<file path="src/rtl/config_pkg.sv">
// System-wide constants for the UART ALU: clock and line rate.
package config_pkg;
  localparam int unsigned CLK_FREQ_HZ = 12_000_000;
  localparam int unsigned BAUD_RATE   = 115_200;
endpackage : config_pkg

</file>
<file path="src/rtl/uart_pkg.sv">
// Types and constants shared by the UART receiver and transmitter.
package uart_pkg;
  localparam int unsigned UART_DATA_BITS = 8;

  typedef enum logic [2:0] {
    IDLE,
    START,
    DATA,
    STOP,
    WAIT_IDLE
  } uart_rx_state_e;
endpackage : uart_pkg

</file>
<file path="src/rtl/uart_rx_if.sv">
// Serial line plus byte valid/ready and error pulses between uart_rx and its consumer.
interface uart_rx_if;
  import uart_pkg::*;

  logic                      rx_i;
  logic [UART_DATA_BITS-1:0] data_o;
  logic                      valid_o;
  logic                      ready_i;
  logic                      frame_err_o;
  logic                      overrun_o;

  modport master (
    input  rx_i,
    input  ready_i,
    output data_o,
    output valid_o,
    output frame_err_o,
    output overrun_o
  );

  modport slave (
    output rx_i,
    output ready_i,
    input  data_o,
    input  valid_o,
    input  frame_err_o,
    input  overrun_o
  );
endinterface : uart_rx_if

</file>
<file path="src/rtl/sync_2ff.sv">
// Two-flop synchronizer for a single asynchronous input; reset value is selectable.
module sync_2ff #(
  parameter logic RESET_VAL = 1'b1
) (
  input  logic clk_i,
  input  logic rst_i,
  input  logic i_async,
  output logic o_sync
);
  logic r_meta;
  logic r_sync;

  // NOTE: non-blocking assignments so both flops sample the pre-edge values.
  always_ff @(posedge clk_i) begin
    if (rst_i) begin
      r_meta <= RESET_VAL;
      r_sync <= RESET_VAL;
    end else begin
      r_meta <= i_async;
      r_sync <= r_meta;
    end
  end

  assign o_sync = r_sync;
endmodule : sync_2ff

</file>
<file path="src/rtl/uart_rx.sv">
// 8N1 UART receiver: bit-counter frame FSM feeding a single-entry valid/ready holding register.
module uart_rx
  import uart_pkg::*;
#(
  parameter int unsigned CLK_FREQ_HZ = config_pkg::CLK_FREQ_HZ,
  parameter int unsigned BAUD_RATE   = config_pkg::BAUD_RATE
) (
  input  logic      clk_i,
  input  logic      rst_i,
  uart_rx_if.master bus
);
  localparam int unsigned DIV   = CLK_FREQ_HZ / BAUD_RATE;
  localparam int unsigned CNT_W = $clog2(DIV);
  localparam int unsigned IDX_W = $clog2(UART_DATA_BITS);
  localparam logic [CNT_W-1:0] HALF_LAST = CNT_W'(DIV / 2 - 1);
  localparam logic [CNT_W-1:0] BIT_LAST  = CNT_W'(DIV - 1);
  localparam logic [IDX_W-1:0] IDX_LAST  = IDX_W'(UART_DATA_BITS - 1);

  if (DIV < 4) begin : g_div_too_small
    $error("uart_rx: CLK_FREQ_HZ / BAUD_RATE = %0d, must be at least 4", DIV);
  end

  uart_rx_state_e            r_state, w_next_state;
  logic [CNT_W-1:0]          r_bit_cnt;
  logic [IDX_W-1:0]          r_idx;
  logic [UART_DATA_BITS-1:0] r_shift, r_data;
  logic                      r_valid, r_frame_err, r_overrun;
  logic [1:0]                r_settle;
  logic                      r_armed;
  logic                      w_rx_s, w_half_hit, w_bit_hit;
  logic                      w_cnt_clr, w_idx_clr, w_sample, w_byte_done, w_frame_err;

  sync_2ff #(.RESET_VAL(1'b1)) u_sync (
    .clk_i   (clk_i),
    .rst_i   (rst_i),
    .i_async (bus.rx_i),
    .o_sync  (w_rx_s)
  );

  assign w_half_hit = (r_bit_cnt == HALF_LAST);
  assign w_bit_hit  = (r_bit_cnt == BIT_LAST);

  // The synchronizer comes out of reset high regardless of the line; start detection waits
  // until a genuinely sampled idle level is seen, so a reset mid-frame cannot spawn a ghost frame.
  always_ff @(posedge clk_i) begin
    if (rst_i) begin
      r_settle <= 2'b00;
      r_armed  <= 1'b0;
    end else begin
      r_settle <= {r_settle[0], 1'b1};
      if (r_settle[1] && w_rx_s) r_armed <= 1'b1;
    end
  end

  always_ff @(posedge clk_i) begin
    if (rst_i) r_state <= IDLE;
    else       r_state <= w_next_state;
  end

  // NOTE: every output of this block gets a default first so no path infers a latch.
  always_comb begin
    w_next_state = r_state;
    w_cnt_clr    = 1'b0;
    w_idx_clr    = 1'b0;
    w_sample     = 1'b0;
    w_byte_done  = 1'b0;
    w_frame_err  = 1'b0;
    case (r_state)
      IDLE: begin
        w_cnt_clr = 1'b1;
        if (r_armed && !w_rx_s) w_next_state = START;
      end
      START: begin
        if (w_half_hit) begin
          w_cnt_clr    = 1'b1;
          w_idx_clr    = 1'b1;
          w_next_state = w_rx_s ? IDLE : DATA;
        end
      end
      DATA: begin
        if (w_bit_hit) begin
          w_cnt_clr = 1'b1;
          w_sample  = 1'b1;
          if (r_idx == IDX_LAST) w_next_state = STOP;
        end
      end
      STOP: begin
        if (w_bit_hit) begin
          w_cnt_clr = 1'b1;
          if (w_rx_s) begin
            w_byte_done  = 1'b1;
            w_next_state = IDLE;
          end else begin
            w_frame_err  = 1'b1;
            w_next_state = WAIT_IDLE;
          end
        end
      end
      WAIT_IDLE: begin
        w_cnt_clr = 1'b1;
        if (w_rx_s) w_next_state = IDLE;
      end
      default: w_next_state = IDLE;
    endcase
  end

  always_ff @(posedge clk_i) begin
    if (rst_i) begin
      r_bit_cnt <= '0;
      r_idx     <= '0;
      r_shift   <= '0;
    end else begin
      r_bit_cnt <= w_cnt_clr ? '0 : r_bit_cnt + 1'b1;
      if (w_idx_clr)     r_idx <= '0;
      else if (w_sample) r_idx <= r_idx + 1'b1;
      if (w_sample) r_shift[r_idx] <= w_rx_s;
    end
  end

  // A completing byte replaces the held one only if that one is leaving this cycle.
  always_ff @(posedge clk_i) begin
    if (rst_i) begin
      r_data      <= '0;
      r_valid     <= 1'b0;
      r_frame_err <= 1'b0;
      r_overrun   <= 1'b0;
    end else begin
      r_frame_err <= w_frame_err;
      r_overrun   <= 1'b0;
      if (w_byte_done) begin
        if (!r_valid || bus.ready_i) begin
          r_data  <= r_shift;
          r_valid <= 1'b1;
        end else begin
          r_overrun <= 1'b1;
        end
      end else if (r_valid && bus.ready_i) begin
        r_valid <= 1'b0;
      end
    end
  end

  assign bus.data_o      = r_data;
  assign bus.valid_o     = r_valid;
  assign bus.frame_err_o = r_frame_err;
  assign bus.overrun_o   = r_overrun;
endmodule : uart_rx
</file>
<file path="src/flat_wrapper.sv">
// flat-port wrapper written by rule: the top's interface ports become plain ports
module uart_rx_flat import uart_pkg::*;
#(
  parameter int unsigned CLK_FREQ_HZ = config_pkg::CLK_FREQ_HZ,
  parameter int unsigned BAUD_RATE   = config_pkg::BAUD_RATE
)
  (clk_i, rst_i, bus_rx_i, bus_ready_i, bus_data_o, bus_valid_o, bus_frame_err_o, bus_overrun_o);
  uart_rx_if bus_i ();
  input  logic clk_i;
  input  logic rst_i;
  input wire logic [$bits(bus_i.rx_i)-1:0] bus_rx_i;
  input wire logic [$bits(bus_i.ready_i)-1:0] bus_ready_i;
  output wire logic [$bits(bus_i.data_o)-1:0] bus_data_o;
  output wire logic [$bits(bus_i.valid_o)-1:0] bus_valid_o;
  output wire logic [$bits(bus_i.frame_err_o)-1:0] bus_frame_err_o;
  output wire logic [$bits(bus_i.overrun_o)-1:0] bus_overrun_o;
  assign bus_i.rx_i = bus_rx_i;
  assign bus_i.ready_i = bus_ready_i;
  assign bus_data_o = bus_i.data_o;
  assign bus_valid_o = bus_i.valid_o;
  assign bus_frame_err_o = bus_i.frame_err_o;
  assign bus_overrun_o = bus_i.overrun_o;
  uart_rx #(.CLK_FREQ_HZ(CLK_FREQ_HZ), .BAUD_RATE(BAUD_RATE)) u_core (.clk_i(clk_i), .rst_i(rst_i), .bus(bus_i));
endmodule
</file>
<file path="config.mk">
export PLATFORM = sky130hd
export DESIGN_NAME = uart_rx_flat
export DESIGN_NICKNAME = d
export VERILOG_FILES = /design/src/rtl/config_pkg.sv /design/src/rtl/uart_pkg.sv /design/src/rtl/uart_rx_if.sv /design/src/rtl/sync_2ff.sv /design/src/rtl/uart_rx.sv /design/src/flat_wrapper.sv
export SDC_FILE = /design/constraint.sdc
export NUM_CORES = 1
export LEC_CHECK = 0
export BUFFER_PORTS_ARGS = -buffer_cell sky130_fd_sc_hd__buf_2
export CAP_MARGIN = 10
export CELL_PAD_IN_SITES_DETAIL_PLACEMENT = 0
export CELL_PAD_IN_SITES_GLOBAL_PLACEMENT = 1
export CORE_AREA = 3 3 58 82
export CTS_CLUSTER_DIAMETER = 100
export DETAILED_ROUTE_END_ITERATION = 16
export DIE_AREA = 0 0 61 85
export PLACE_DENSITY_LB_ADDON = 0.1
export REMOVE_ABC_BUFFERS = 1
export SYNTH_ARGS = -nofsm -noshare
export SYNTH_HDL_FRONTEND = slang
export SYNTH_SLANG_ARGS = --single-unit
</file>
<file path="constraint.sdc">
create_clock -name clk_i -period 2.9 [get_ports clk_i]
set_input_delay 0.29 -clock clk_i [delete_from_list [all_inputs] [get_ports clk_i]]
set_output_delay 0.29 -clock clk_i [all_outputs]
set_load 0.05 [all_outputs]
</file>
; ---- Word-level counts from Yosys, hierarchy flattened
; Index checks and enable logic that the tools add are counted.
[totals]
regBits = 37
input_bits = 4
output_inout_bits = 11
[op_classes]
addsub = 2
order_cmp = 2
eq_ne = 14
muxes = 26
n_bitwise = 3
n_reduce_logical = 18
[ops]
columns = operator, n
row1 = 2-to-1 mux 3 bit, 7
row2 = one-hot mux 3 bit (5 select lines), 1
row3 = 2-to-1 mux 1 bit, 14
row4 = inequality test 2 x 1 -> 1 bit (second input constant), 5
row5 = OR reduction 2 bit, 5
row6 = bitwise mux 8 bit, 1
row7 = adder 7 x 1 -> 7 bit (second input constant), 1
row8 = == test 7 x 6 -> 1 bit (second input constant), 1
row9 = == test 7 bit (second input constant), 1
row10 = == test 3 x 2 -> 1 bit (second input constant), 2
row11 = == test 3 bit (second input constant), 2
row12 = AND reduction 6 bit, 1
row13 = logical AND 1 bit, 4
row14 = less-than comparator 3 x 4 -> 1 bit (second input constant), 1
row15 = inequality test 2 bit (second input constant), 2
row16 = AND reduction 2 bit, 2
row17 = adder 3 x 1 -> 3 bit (second input constant), 1
row18 = demux 1 bit (select 3 bit), 1
row19 = == test 3 x 1 -> 1 bit (second input constant), 1
row20 = greater-or-equal comparator 3 x 1 -> 1 bit (second input constant), 1
row21 = zero test 3 bit, 1
row22 = inverter 1 bit, 3
row23 = one-hot mux 1 bit (3 select lines), 1
row24 = OR reduction 3 bit, 1
row25 = other kinds (4), 5

; ---- Depth between registers and ports, before layout
; Gate-level depths: netlist of run 1.
[logic_depth]
depth_word = 5
ltp_mapped = 6
depth_no_buf = 5

; ---- By module
; From an unflattened synthesis of run 1, not the netlist that was laid out.
[unflattened]
cells_unflattened = 176
area_unflattened_um2 = 1702.9
[modules_own_cells]
columns = mod, instances, cells_per_inst, area_each_um2, seq_area_each_um2
row1 = uart_rx, 1, 172, 1650.3, 700.7
row2 = sync_2ff, 1, 4, 52.6, 40.0

; ---- Least setup slack after synthesis of run 1
; OpenSTA, ideal clock, no wires.
[synth_timing]
path_kind = register -> register
from = reg u_core.r_bit_cnt[0]
to = reg u_core.r_data[0], in the netlist u_core.bus.data_o[0]
setup_ps = 128
t_arrival_ps = 1655
required_time_ps = 2772
setup_slack_ps = 1118
stages_incl_launch_ff = 6
synth_period_minus_slack_ps = 1782
cell_sequence = dfxtp_1 ha_1 nand4b_4 nor4_4 mux2i_1 nor2_1
[synth_via]
elab_chain_len = 4
[synth_rtl]
columns = element, line
row1 = "start, declared", uart_rx.sv:24  ; logic [CNT_W-1:0] r_bit_cnt;
row2 = "start signal, assigned", uart_rx.sv:113  ; r_bit_cnt <= w_cnt_clr ? '0 : r_bit_cnt + 1'b1;
row3 = == test 7 bit, uart_rx.sv:41  ; assign w_bit_hit = (r_bit_cnt == BIT_LAST);
row4 = 2-to-1 mux 1 bit, uart_rx.sv:88  ; if (w_bit_hit) begin
row5 = 2-to-1 mux 1 bit, uart_rx.sv:68  ; case (r_state)
row6 = AND reduction 2 bit (no line), n/a
row7 = "end signal, assigned", uart_rx.sv:132  ; r_data <= r_shift;
row8 = "end, declared", uart_rx.sv:26  ; logic [UART_DATA_BITS-1:0] r_shift, r_data;
; Every way passes these cells.
; A chain may end at the register's enable or synchronous reset.

; ---- Worst setup path in the final report of run 1
; Ends and elaborated chain as after synthesis.

==> results of run 1 <==
[power groups by stage]
stage / registers, mW / logic [mW] / clock network (mW)
floorplan: 0.527 / 0.00727 / 0
global placement: 0.526 / 0.0194 / 0
detailed placement: 0.526 / 0.0197 / 0
CTS: 0.515 / 0.0197 / 0.350
global route: 0.515 / 0.0219 / 0.372
finish: 0.515 / 0.0195 / 0.339
[placed cells by master, fill, tap and decap left out, types with 2 or more instances in the layout]
master    instances
dfxtp_1          37
nor2_1           25
mux2i_1          18
buf_2            14
nor4_1            7
nand2_1           5
nand4_1           5
nor3_1            5
clkbuf_8          5
nor2b_1           4
xnor2_1           4
nand3_1           4
inv_1             3
nor4b_1           3
nor3b_1           3
xor2_1            3
ha_1              3
a211oi_1          2
or2_2             2
clkinv_2          2
buf_4             2
[flip-flops by register name, indices dropped and copies added (netlist names)]
register                cells
u_core.r_state              3
u_core.u_sync.r_meta        1
u_core.r_bit_cnt            7
u_core.r_idx                3
u_core.r_shift              8
u_core.r_armed              1
u_core.bus.valid_o          1
u_core.u_sync.o_sync        1
u_core.bus.frame_err_o      1
u_core.bus.data_o           8
u_core.r_settle             2
u_core.bus.overrun_o        1
[cell type report]
class	count	area, sq um	area share, %
Inverter	3	11.3	0.623
Clock inverter	2	10.0	0.554
Tap cell	45	56.3	3.11
Timing Repair Buffer	16	85.1	4.71
Multi-Input combinational cell	112	832	46.0
Clock buffer	6	72.6	4.01
Sequential cell	37	741	41.0
[path summary, 6_finish.rpt]
kind	slack (ns)	endpoint	depth (start not counted)
hold reg to reg	0.41	u_core.u_sync.o_sync	1
hold / removal	0.19	u_core.u_sync.r_meta	2
setup reg to reg	0.89	u_core.bus.data_o[0]	5
setup / recovery	0.89	u_core.bus.data_o[0]	5
[stage by stage]
| stage | hold WS (ns) | cells | power, mW | setup slack [ns] | cell area (sq um) |
|---|---|---|---|---|---|
| 2_1_floorplan | 0.347 | 152 | 0.534 | 1.13 | 1580 |
| 3_3_place_gp | 0.395 | 213 | 0.546 | 0.911 | 1730 |
| 3_5_place_dp | 0.398 | 213 | 0.546 | 0.886 | 1730 |
| 4_1_cts | 0.176 | 221 | 0.885 | 0.880 | 1810 |
| 5_1_grt | 0.184 | 221 | 0.909 | 0.681 | 1810 |
| 6_report | 0.186 | 221 | 0.873 | 0.894 | 1810 |
[worst max-delay path, delay by kind of cell (launching register included)]
kind / cells / cell delay (ns)
DFF: 1 / 0.35
and+or+nand+nor: 3 / 0.95
adders and majority gates: 1 / 0.31
muxes: 1 / 0.26
[metal layers]
layer  wire length (um)  share of wire [%]  up-vias  GRT usage, %
li1                   -                  -      602             -
met1               1340                 46      532          16.3
met2               1460                 50       12          20.2
met3                 69                2.4        5          3.20
met4                 57                1.9        0          5.33
met5                  0                  0        -             0
[Yosys cell counts, types with 2 or more instances]
cell type  instances
dfxtp_1           37
nor2_1            25
mux2i_1           18
nor4_1             7
clkbuf_1           6
nand2_1            5
nand4_1            5
nor3_1             5
nand3_1            4
nor2b_1            4
xnor2_1            4
ha_1               3
inv_1              3
nor3b_1            3
nor4b_1            3
xor2_1             3
a211oi_1           2
buf_1              2
or2_2              2
[kinds of logic after synthesis]
group,after synthesis,synth area share (%)
mux,18,11.1
compound gates,8,4.07
simple gates,76,29.9
flops,37,45.4
fa+ha+maj,3,2.30
buf+inv,13,3.53
xor+xnor,7,3.76
==> qor.log, run 1 <==
[outcome] outcome completed
[power] Internal Dissipation 685 uW
[detailed_routing] first-pass detailed-route iteration total 4
[timing] Final Hold Fails 0
[power] sequential share of power 58.9%
[critical_path] kind of capture point of the worst setup path flip-flop
[synth] number of synthesized flops with an enable pin 0
[detailed_routing] final WL 2.93 mm
[synth] top post-synthesis cells by area dfxtp_1 45%, mux2i_1 11%, nor2_1 5.8%
[detailed_routing] post-DR vias/cell 5.21
[clock_tree] Clk Tree Root Cell clkbuf_8
[floorplanning] vertical die dimension 85 um
[clock_tree] number of clock sinks 37
[finish] final net count 182
[floorplanning] area of the core 4170 sq um
[global_route] residual overflow from global routing 0
[finish] area added between synthesis and finish 10.9%
[global_route] maximum number of pins on one net before global-route repair 36
[timing] final setup vio count 0
[critical_path] Crit path arrival time 2.16 ns
[critical_path] critical path required time 3.05 ns
[finish] count of fill cells added during filler insertion 413
[global_route] initial antenna violation count 0
[worst_hold_path] hold wc startpoint bus_rx_i
[floorplanning] number of cell rows 28
[detailed_routing] initial detailed-routing violation count 31
[timing] total negative slack for setup checks 0 ns
[clock_tree] Max Root-Sink Buffers 2
[clock_tree] CTS tree built
[critical_path] delay of the slowest cell on the worst path 0.71 ns
[synth] mean cell area of the mapped netlist 10.1 sq um
[floorplanning] Boundary Pins 15
[power] Clk pwr share 38.9%
[synth] area fraction of the dominant cell type after synthesis 45.4%
[place] number of I/O port buffers 14
[synth] prevailing post-synth register cell dfxtp_1
[critical_path] startpoint kind of the worst setup timing path flip-flop
[synth] leading area contributor after synthesis dfxtp_1
[floorplanning] die width 61 um
[timing] final worst path period need 2.01 ns
[detailed_routing] Wirelength per Cell 13.2 um
[clock_tree] Clock transition at path regs 0.07 ns
[critical_path] launch instance of the worst register-to-register path u_core.r_bit_cnt[0]
[power] maximum resistive drop on vdd 295 uV
[synth] mapped cell area 1630 sq um
[detailed_routing] via total after detailed routing 1151
[clock_tree] clock buffer count from CTS 5
[critical_path] CP Launch Point u_core.r_bit_cnt[0]
[power] total power density per cell area 483 nW/um^2
[timing] clock tree skew after final layout 0.00611 ns
[worst_hold_path] Hold WC Path Type input pin to flip-flop
[power] net load switching power 189 uW
[critical_path] slowest stage cell on the critical path nor4_4
[synth] number of instances in the synthesized netlist 162
[timing] slew at the pin closest to its max-slew limit 0.726 ns
[synth] fraction of registers with async set or reset after synthesis 0%
[floorplanning] total die area 5190 sq um
[place] Post-DP HPWL 2.17 mm
[timing] maximum clock rate 498 MHz
[clock_tree] latest clock arrival within the worst-skew pair 0.28 ns
[critical_path] path type of the worst setup path flip-flop to flip-flop
[timing] worst max-slew margin expressed relative to the limit 51.2%
[synth] share of the yosys chip area belonging to registers 45.4%
[synth] Synth warnings 0
[global_route] overall global routing resource usage 12.8%
[clock_tree] H-tree depth reported by CTS 2
[detailed_routing] remaining antenna violation count after routing 0
[clock_tree] # hold bufs at CTS 0
[place] final weighted congestion in routability-driven placement 0.776
[global_route] wire length of the first global-routing pass 5.06 mm
[power] net switching fraction of the power 21.6%
[run] Max-Cap Viols 0
[finish] total inserted antenna cells 0
[floorplanning] initial standard-cell utilization of the core 39.1%
[clock_tree] post-CTS setup buffer count 0
[timing] number of pins with negative max-slew slack in the final report 0
[power] Logic pwr share 2.2%
[clock_tree] post-cts sizing count 0
[timing] post-route clock period utilization 69.2%
[finish] utilization after layout 43.4%
[synth] count of unique library cells instantiated by Yosys 40
[synth] synthesis-stage register bit count 37
[finish] ratio of cells with drive above 1 in the final layout 18.8%
[global_route] vias in the first global route 1110
[detailed_routing] DRC viols 0
[critical_path] critical-path maximum fanout 8
[critical_path] cell-by-cell trace of the critical path ha_1 > nand4b_4 > nor4_4 > mux2i_1 > nor2_1
[timing] setup repair after global routing missed its margin no
[power] static leakage power 0.716 nW
(Power assumes the default switching activity.)
==> inputs of run 2 (changes only) <==
--- a/config.mk
+++ b/config.mk
@@ -5,14 +5,15 @@
 export SDC_FILE = /design/constraint.sdc
 export NUM_CORES = 1
 export LEC_CHECK = 0
+export ABC_AREA = 1
 export BUFFER_PORTS_ARGS = -buffer_cell sky130_fd_sc_hd__buf_2
 export CAP_MARGIN = 10
 export CELL_PAD_IN_SITES_DETAIL_PLACEMENT = 0
 export CELL_PAD_IN_SITES_GLOBAL_PLACEMENT = 1
-export CORE_AREA = 3 3 58 82
+export CORE_AREA = 3 3 59 83
 export CTS_CLUSTER_DIAMETER = 100
 export DETAILED_ROUTE_END_ITERATION = 16
-export DIE_AREA = 0 0 61 85
+export DIE_AREA = 0 0 62 86
 export PLACE_DENSITY_LB_ADDON = 0.1
 export REMOVE_ABC_BUFFERS = 1
 export SYNTH_ARGS = -nofsm -noshare
==> constraint.sdc (replaced) <==
create_clock -name clk_i -period 2.1 [get_ports clk_i]
set_input_delay 0.21 -clock clk_i [delete_from_list [all_inputs] [get_ports clk_i]]
set_output_delay 0.21 -clock clk_i [all_outputs]
set_load 0.05 [all_outputs]
==> run 2 against run 1 <==
Effect of this change: combinational power increased to 3.4 times the previous value; die area increased by 2.8%; sequential share of layout area decreased by 2.1 points; critical path depth increased by 3; synthesized cell count increased by 38%; sequential power increased by 40%; fmax increased by 33%; first-iteration DRC count increased by 39%.
==> qor.log, run 2 <==
[clock_tree] clock buffer count from CTS 5 [unchanged]
[synth] mean cell area of the mapped netlist 7.40 sq um [was 10.1 sq um]
[global_route] vias in the first global route 1343 [was 1110]
[timing] slew at the pin closest to its max-slew limit 0.397 ns [was 0.726 ns]
[detailed_routing] Wirelength per Cell 10.1 um [was 13.2 um]
[power] static leakage power 0.885 nW [was 0.716 nW]
[detailed_routing] final WL 3.05 mm [was 2.93 mm]
[synth] Compound-Gate Fraction of Synth Area 5.99% [was 4.07%]
[synth] top post-synthesis cells by area dfxtp_1 45%, nor2_1 12%, nand2_1 8.9% [was dfxtp_1 45%, mux2i_1 11%, nor2_1 5.8%]
[detailed_routing] first-pass detailed-route iteration total 4 [unchanged]
[critical_path] startpoint kind of the worst setup timing path flip-flop [unchanged]
[finish] final net count 249 [was 182]
[place] Placed Instances 295 [was 213]
[run] Max-Cap Viols 0 [unchanged]
[finish] leading cell types in the layout, fill and taps excluded 54 x nor2_1, 39 x nand2_1, 37 x dfxtp_1 [was 37 x dfxtp_1, 25 x nor2_1, 18 x mux2i_1]
[place] pre-CTS setup slack 0.558 ns [was 0.886 ns]
[detailed_routing] post-DR vias/cell 4.47 [was 5.21]
[global_route] maximum number of pins on one net before global-route repair 17 [was 36]
[synth] share of the yosys chip area belonging to registers 44.9% [was 45.4%]
[global_route] residual overflow from global routing 0 [unchanged]
[finish] area added between synthesis and finish 15.5% [was 10.9%]
[detailed_routing] remaining antenna violation count after routing 0 [unchanged]
[clock_tree] CTS tree built [unchanged]
[floorplanning] area of the core 4240 sq um [was 4170 sq um]
[synth] top post-synthesis cells by count 54 x nor2_1, 39 x nand2_1, 37 x dfxtp_1 [was 37 x dfxtp_1, 25 x nor2_1, 18 x mux2i_1]
[timing] total negative slack for setup checks 0 ns [unchanged]
[synth] Post-Synth Simple-Gate Area 36.1% [was 29.9%]
[clock_tree] post-cts sizing count 0 [unchanged]
[synth] most instantiated library cell after synthesis nor2_1 [was dfxtp_1]
[detailed_routing] DRC viols 0 [unchanged]
[finish] most common library cell in the layout ignoring fill and taps nor2_1 [was dfxtp_1]
[clock_tree] Clock transition at path regs 0.07 ns [about the same]
[place] number of I/O port buffers 14 [unchanged]
[synth] number of instances in the synthesized netlist 223 [was 162]
[clock_tree] latest clock arrival within the worst-skew pair 0.28 ns [about the same]
[synth] prevailing post-synth register cell dfxtp_1 [unchanged]
[critical_path] slowest stage cell on the critical path dfxtp_1 [was nor4_4]
[synth] parity-gate share of the synthesized area counting xor and xnor cells 2.65% [was 3.76%]
[clock_tree] Max Root-Sink Buffers 2 [unchanged]
[critical_path] delay of the slowest cell on the worst path 0.35 ns [was 0.71 ns]
[detailed_routing] via total after detailed routing 1355 [was 1151]
[timing] clock tree skew after final layout 0.00408 ns [was 0.00611 ns]
[timing] final worst path period need 1.51 ns [was 2.01 ns]
[timing] final setup vio count 0 [unchanged]
[critical_path] most prevalent standard cell on the critical path nor2_1
[timing] post-route clock period utilization 72.0% [was 69.2%]
[power] maximum resistive drop on vdd 453 uV [was 295 uV]
[synth] combinational family with the most area after synthesis simple AND/OR/NAND/NOR gates [unchanged]
[global_route] wire length of the first global-routing pass 5.69 mm [was 5.06 mm]
[critical_path] critical-path maximum fanout 8 [unchanged]
[synth] area fraction of the dominant cell type after synthesis 44.9% [was 45.4%]
[synth] count of unique library cells instantiated by Yosys 27 [was 40]
[floorplanning] die width 62 um [was 61 um]
[place] Placed Instance Area 1790 sq um [was 1730 sq um]
[clock_tree] H-tree depth reported by CTS 2 [unchanged]
[detailed_routing] initial detailed-routing violation count 43 [was 31]
[clock_tree] number of clock sinks 37 [unchanged]
[critical_path] critical path required time 2.28 ns [was 3.05 ns]
[critical_path] Crit path arrival time 1.69 ns [was 2.16 ns]
[clock_tree] post-CTS setup buffer count 0 [unchanged]
[critical_path] path type of the worst setup path flip-flop to flip-flop [unchanged]
[global_route] overall global routing resource usage 14.2% [was 12.8%]
[clock_tree] # hold bufs at CTS 0 [unchanged]
[synth] mapped cell area 1650 sq um [was 1630 sq um]
[finish] total inserted antenna cells 0 [unchanged]
[finish] ratio of cells with drive above 1 in the final layout 17.7% [was 18.8%]
[synth] number of synthesized flops with an enable pin 0 [unchanged]
[floorplanning] vertical die dimension 86 um [was 85 um]
[finish] final non-filler cell total 303 [was 221]
[power] total power density per cell area 740 nW/um^2 [was 483 nW/um^2]
[floorplanning] initial standard-cell utilization of the core 38.9% [was 39.1%]
[timing] hold slack 0.106 ns [was 0.186 ns]
[floorplanning] number of cell rows 28 [unchanged]
[worst_hold_path] Hold WC Path Type input pin to flip-flop [unchanged]
[synth] adder-cell share of the synthesized area 2.27% [was 2.30%]
[place] final weighted congestion in routability-driven placement 0.761 [was 0.776]
[place] Post-DP HPWL 2.27 mm [was 2.17 mm]
[synth] synthesis-stage register bit count 37 [unchanged]
[synth] portion of netlist area occupied by mux cells 0% [was 11.1%]
[outcome] outcome completed [unchanged]
[critical_path] kind of capture point of the worst setup path flip-flop [unchanged]
[global_route] initial antenna violation count 0 [unchanged]
[clock_tree] Clk Tree Root Cell clkbuf_8 [unchanged]
[timing] setup repair after global routing missed its margin no [unchanged]
[floorplanning] Boundary Pins 15 [unchanged]
[timing] crit path setup slack, layout 0.588 ns [was 0.894 ns]
[floorplanning] total die area 5330 sq um [was 5190 sq um]
[critical_path] cell-by-cell trace of the critical path ha_1 > nand2_1 > inv_1 > nand3_4 > nor3_2 > nand2_2 > nor2_1 > nor2_1 [was ha_1 > nand4b_4 > nor4_4 > mux2i_1 > nor2_1]
[synth] leading area contributor after synthesis dfxtp_1 [unchanged]
[synth] Synth warnings 0 [unchanged]
[finish] final standard cell area without fillers 1910 sq um [was 1810 sq um]
[synth] fraction of registers with async set or reset after synthesis 0% [unchanged]
[timing] Final Hold Fails 0 [unchanged]
[timing] maximum clock rate 661 MHz [was 498 MHz]
[timing] number of pins with negative max-slew slack in the final report 0 [unchanged]
[timing] worst max-slew margin expressed relative to the limit 73.5% [was 51.2%]
-- run 2: per-stage QoR --
step           util [%]  power (mW)
2_1_floorplan         -       0.782
3_5_place_dp       42.2       0.804
5_1_grt            45.0        1.49
4_1_cts            45.0        1.44
3_3_place_gp       42.2       0.806
6_report           45.0        1.41
-- run 2: where the power goes --
| part | switching (mW) | internal (mW) | total [mW] |
|---|---|---|---|
| logic | 0.0436 | 0.0220 | 0.0655 |
| registers | 0.00854 | 0.713 | 0.721 |
| clock network | 0.237 | 0.387 | 0.624 |
-- run 2: final timing paths --
| kind | start | endpoint | slack, ns | cells past startpoint |
|---|---|---|---|---|
| max | u_core.r_bit_cnt[0] | u_core.bus.data_o[2] | 0.59 | 8 |
| min | bus_rx_i | u_core.u_sync.r_meta | 0.11 | 2 |
| max reg2reg | u_core.r_bit_cnt[0] | u_core.bus.data_o[2] | 0.59 | 8 |
| min reg2reg | u_core.r_settle[0] | u_core.r_settle[1] | 0.40 | 2 |
-- run 2: cell type report --
| type | count | area [sq um] |
|---|---|---|
| Tap cell | 60 | 75.1 |
| Clock buffer | 7 | 86.3 |
| Inverter | 30 | 113 |
| Sequential cell | 37 | 741 |
| Clock inverter | 1 | 30.0 |
| Multi-Input combinational cell | 152 | 776 |
| Timing Repair Buffer | 16 | 85.1 |
| Fill cell | 456 | 2330 |
-- run 2: worst max-delay path, delay by kind of cell, from the launching register on --
| kind | cells | cell delay [ns] |
|---|---|---|
| adders and majority gates | 1 | 0.23 |
| and+or+nand+nor | 6 | 0.74 |
| buffers and inverters | 1 | 0.10 |
| DFF | 1 | 0.35 |
-- run 2: kinds of logic (layout without fill, tap and decap cells) --
family | count (synthesis) | count (layout)
AO/OA/AOI/OAI | 17 | 17
buffers and inverters | 34 | 54
adder cells (fa/ha/maj) | 3 | 3
XOR/XNOR | 5 | 5
flip-flops | 37 | 37
AND/OR/NAND/NOR | 127 | 127
-- run 2: routing by layer --
| metal | track usage, % | up-vias | routed length [um] |
|---|---|---|---|
| met5 | 0 | - | 0 |
| met4 | 5.21 | 0 | 26 |
| met3 | 4.07 | 2 | 81 |
| met2 | 23.9 | 19 | 1630 |
| met1 | 16.3 | 607 | 1320 |
| li1 | - | 727 | - |
